### config.mk
export PLATFORM = sky130hd
export DESIGN_NAME = countdown_timer
export DESIGN_NICKNAME = d
export VERILOG_FILES = /design/src/rtl/countdown_timer_pkg.sv /design/src/rtl/countdown_timer.sv
export SDC_FILE = /design/constraint.sdc
export NUM_CORES = 1
export LEC_CHECK = 0
export CORE_UTILIZATION = 45
export DETAILED_ROUTE_END_ITERATION = 6
export GPL_ROUTABILITY_DRIVEN = 0
export HOLD_SLACK_MARGIN = 0.1
export PLACE_DENSITY = 0.72
export REMOVE_ABC_BUFFERS = 1
export SETUP_SLACK_MARGIN = 0.4
export SYNTH_ARGS = -nofsm -noshare
export SYNTH_HDL_FRONTEND = slang
export SYNTH_SLANG_ARGS = --single-unit
### constraint.sdc
create_clock -name clock -period 6.8 [get_ports clock]
set_input_delay 1.36 -clock clock [delete_from_list [all_inputs] [get_ports clock]]
set_output_delay 1.36 -clock clock [all_outputs]
set_load 0.01 [all_outputs]
### src/rtl/countdown_timer_pkg.sv
// Shared definitions for the programmable down-counting timer:
// state encodings, mode encodings and the default count width.
package countdown_timer_pkg;

  // Controller states; running is asserted only in ST_RUN.
  typedef enum logic [1:0] {
    ST_IDLE  = 2'd0,
    ST_RUN   = 2'd1,
    ST_PAUSE = 2'd2
  } state_t;

  // Behaviour selected at the terminal edge.
  localparam logic MODE_ONESHOT = 1'b0;
  localparam logic MODE_RELOAD  = 1'b1;

  // Default width of the count and reload registers.
  localparam int DEFAULT_WIDTH = 16;

endpackage : countdown_timer_pkg

### src/rtl/countdown_timer.sv
// Programmable down-counting timer with one-shot and auto-reload modes and
// pause/resume. Per-edge priority: load > stop > start > decrement.
// The terminal edge is the one taken with count == 1; expired is a
// registered one-cycle pulse in the cycle that follows it.
module countdown_timer
  import countdown_timer_pkg::*;
#(
  parameter int WIDTH = DEFAULT_WIDTH
) (
  input  logic             clock,
  input  logic             reset,
  input  logic             load,
  input  logic [WIDTH-1:0] load_value,
  input  logic             start,
  input  logic             stop,
  input  logic             mode,
  output logic [WIDTH-1:0] count,
  output logic             running,
  output logic             expired
);

  localparam logic [WIDTH-1:0] CNT_ZERO = {WIDTH{1'b0}};
  localparam logic [WIDTH-1:0] CNT_ONE  = {{(WIDTH-1){1'b0}}, 1'b1};

  state_t           state_r;
  state_t           state_s;
  logic [WIDTH-1:0] count_r;
  logic [WIDTH-1:0] count_s;
  logic [WIDTH-1:0] reload_r;
  logic [WIDTH-1:0] reload_s;
  logic             expired_r;
  logic             expired_s;
  logic             running_r;

  // Next-state / next-count decision applying load > stop > start > decrement.
  always_comb begin
    state_s   = state_r;
    count_s   = count_r;
    reload_s  = reload_r;
    expired_s = 1'b0;

    if (load) begin
      count_s  = load_value;
      reload_s = load_value;
      state_s  = ST_IDLE;
    end else if (stop) begin
      // Stop only pauses an active count; it also swallows a concurrent start.
      case (state_r)
        ST_RUN:   state_s = ST_PAUSE;
        ST_IDLE:  state_s = ST_IDLE;
        ST_PAUSE: state_s = ST_PAUSE;
        default:  state_s = ST_IDLE;
      endcase
    end else if (start && (state_r != ST_RUN)) begin
      // Accepting edge moves to RUN without decrementing; a zero count is ignored.
      if (count_r != CNT_ZERO) begin
        state_s = ST_RUN;
      end else begin
        state_s = state_r;
      end
    end else if (state_r == ST_RUN) begin
      if (count_r > CNT_ONE) begin
        count_s = count_r - CNT_ONE;
      end else if (count_r == CNT_ONE) begin
        // Terminal edge: mode is sampled only here.
        expired_s = 1'b1;
        case (mode)
          MODE_RELOAD: begin
            if (reload_r != CNT_ZERO) begin
              count_s = reload_r;
              state_s = ST_RUN;
            end else begin
              count_s = CNT_ZERO;
              state_s = ST_IDLE;
            end
          end
          MODE_ONESHOT: begin
            count_s = CNT_ZERO;
            state_s = ST_IDLE;
          end
          default: begin
            count_s = CNT_ZERO;
            state_s = ST_IDLE;
          end
        endcase
      end else begin
        // A zero count can never keep running; fall back without wrapping.
        count_s = CNT_ZERO;
        state_s = ST_IDLE;
      end
    end else begin
      state_s = state_r;
    end
  end

  // State, count, reload and registered output flags.
  always_ff @(posedge clock or posedge reset) begin
    if (reset) begin
      state_r   <= ST_IDLE;
      count_r   <= CNT_ZERO;
      reload_r  <= CNT_ZERO;
      expired_r <= 1'b0;
      running_r <= 1'b0;
    end else begin
      state_r   <= state_s;
      count_r   <= count_s;
      reload_r  <= reload_s;
      expired_r <= expired_s;
      running_r <= (state_s == ST_RUN);
    end
  end

  assign count   = count_r;
  assign running = running_r;
  assign expired = expired_r;

endmodule : countdown_timer

==> impl_metrics.toml <==
[detailed_routing]
drc = 0
topRoutingLayerUsed = "met4"
drt_iter0_drc = 156
vias = 1808
met3WireLength_um = 279
dr.pass1.iters = 4
wl_per_cell_um = 15.92
routed_wl_um = 4839
vias_per_cell = 5.947
antenna_left = 0
wl_met2_um = 2287
wl_met1_um = 2196

[synthesis]
synth-seq-cells = 36
synth_top_area_share_pct = 43.85
yosysSeqAreaShare_pct = 43.85
synthCells = 213
yosysTopAreaCell = "dfrtp_1"
yosysMostFrequentCell = "dfrtp_1"
synth_enable_flop_cells = 0
synth.area.top_cells = "dfrtp_1, o21ai_0, mux2_2"
synth_ff_type = "dfrtp_1"
ys_warn_count = 0
syn_area_mm2 = 0.002054
synth_cell_types = 54
synth_common_cells = "dfrtp_1, o21ai_0, nand2_1, inv_1"
async_reset_ff_share_pct = 100.0
syn_avg_cell_area_um2 = 9.645

[critical_path]
critical_path_class = "in -> reg"
cp-start-kind = "input port"
worstSetupEndpointType = "register"
ff2ff_path_depth = 7
worst_ep_arrival_time_ns = 3.54
crit_fanout = 38
r2r_setup_slack_ns = 4.00
cp.required_ns = 7.03

[clocking]
cts_tree = "done"
cts_sinks = 36
clk_path_buf_depth = 2
clkLatencyLatePin_ns = 0.29
post-cts-setup-buffer-count = 0
cts.htree.levels = 2
numCtsBuffers = 5
cts_hold_buffers = 0
ctsResizeCount = 0
root_buffer = "clkbuf_8"
clkTransAtPathRegs_ns = 0.07

[placement]
placement.cell_area_mm2 = 0.002464
hpwl_um = 3431
io_buffers = 39
dp_cells = 297

[floorplanning]
die_w_um = 69.57
coreArea_mm2 = 0.004384
num_rows = 24
die_area_mm2 = 0.004840
ioPinCount = 40
initial_utilization_pct = 46.86
die_y_um = 69.57

[sta]
fin_worst_skew_ns = 0.007971
rsz0062_at_grt = "no"
setup_viol = 0
fin_crit_sh_pct = 48.74
hold-worst-slack_ns = 0.5180
clock.fmax_ghz = 0.3017
slew_headroom_pct = 59.42
fin_crit_ns = 3.314
fin_setup_tns_ns = 0
worst_slew_pin_slew_ns = 0.6075
slew_viol_final = 0
finalHoldViolCount = 0

[pwr]
power.density_mw_per_mm2 = 202.1
power.internal_uw = 377.1
p_clk_share_pct = 31.5
fin_total_pwr_uw = 517.3
comb_power_share_pct = 18.5
p_sw_uw = 140.2
cellLeakagePower_nw = 1.023
vdd_ir_drop_max_v = 0.0001098
switching_share_pct = 27.09
pwr-share-seq_pct = 50.0

[global_route]
grt_max_degree = 39
grt_overflow = 0
grt_pass1_vias = 1753
grt_first_pass_wirelength_um = 8128
grt_antenna_before_repair = 0
grtUsageTotal_pct = 21.40

[final_layout]
n_antenna_cell = 0
fin_cells = 304
fin_nets = 278
nFillCells = 389
design_area_mm2 = 0.002560
drive_above_1_share_pct = 12.30
areaGrowthSynthToFinish_pct = 24.60

[outcome]
outcome = "finished clean"

[job]
cap_violations = 0

[hold_path]
hp-class = "reg -> reg"
whs_path_depth = 2
## power by group through the flow
stage | logic, mW | clock network (mW) | registers, mW
3_3_place_gp | 0.0951 | 0 | 0.262
5_1_grt | 0.105 | 0.175 | 0.262
6_report | 0.0958 | 0.163 | 0.259
4_1_cts | 0.0966 | 0.166 | 0.258
3_5_place_dp | 0.0963 | 0 | 0.262
2_1_floorplan | 0.0435 | 0 | 0.261
## logic make-up after synthesis
logic type,Yosys count,share of synthesized area (%)
AOI/OAI and AO/OA,62,20.34
xor gates and xnor gates,1,0.4264
muxes,10,5.481
DFF,36,43.85
buffers and inverters,24,5.724
and+or+nand+nor,76,21.74
adders and majority gates,4,2.436
## worst max-delay path, stage by stage
cell and delay [ns]:
clkdlybuf4s50_1 0.40, buf_4 0.26, inv_1 0.47, nand2_1 0.23, or3_4 0.42, or3_1 0.31
nand4_1 0.09
## sequential cells by signal, indices dropped and copies added, names as in the netlist
register and count:
state_r 2, expired 1, running 1, reload_r 16
count 16
## stage by stage
step / utilization, % / setup slack [ns]
after floorplan: - / 4.103
after global placement: 56.19 / 3.242
after detailed placement: 56.19 / 3.194
after CTS: 58.39 / 3.493
after global routing: 58.39 / 3.319
final: 58.39 / 3.486
## metal layers
layer	vias up	GRT usage, %
li1	874	-
met2	57	33.87
met3	10	5.523
met5	-	0
met1	867	28.14
met4	0	8.163
## area by class of cell
| type | count | area [µm²] | share of cell area, % |
|---|---|---|---|
| Multi-Input combinational cell | 153 | 1036 | 40.47 |
| Sequential cell | 36 | 900.9 | 35.19 |
| Timing Repair Buffer | 41 | 405.4 | 15.84 |
| Clock buffer | 7 | 96.34 | 3.763 |
| Tap cell | 52 | 65.06 | 2.542 |
| Inverter | 15 | 56.30 | 2.199 |
## layout by cell type (no fill, tap or decap), types with 2 or more instances in the layout
cell,Yosys,routed
or3_1,4,4
nand4_1,4,4
nand3_1,9,9
clkbuf_8,1,7
and3_1,2,2
buf_4,0,2
or4_4,2,2
inv_1,15,15
a221o_1,2,2
nand3b_1,2,2
o311ai_0,2,2
nor4_1,4,4
nand2_1,20,20
o21ai_0,25,25
o211ai_1,3,3
a21oi_1,4,4
dfrtp_1,36,36
nor2_1,10,10
a21o_1,2,2
nor3_1,5,5
nand2b_1,2,2
mux2_2,10,10
a211oi_1,4,4
clkdlybuf4s50_1,0,39
a22oi_1,6,6
ha_1,4,4
or3_4,2,2
## final timing paths
kind,endpoint,from
hold reg to reg,count[2],reload_r[2]
max in group asynchronous,count[3],reset
setup reg to reg,count[12],count[0]
hold / removal,count[2],reload_r[2]
min in group asynchronous,state_r[1],reset
setup / recovery,count[11],load
(Power assumes the default switching activity.)
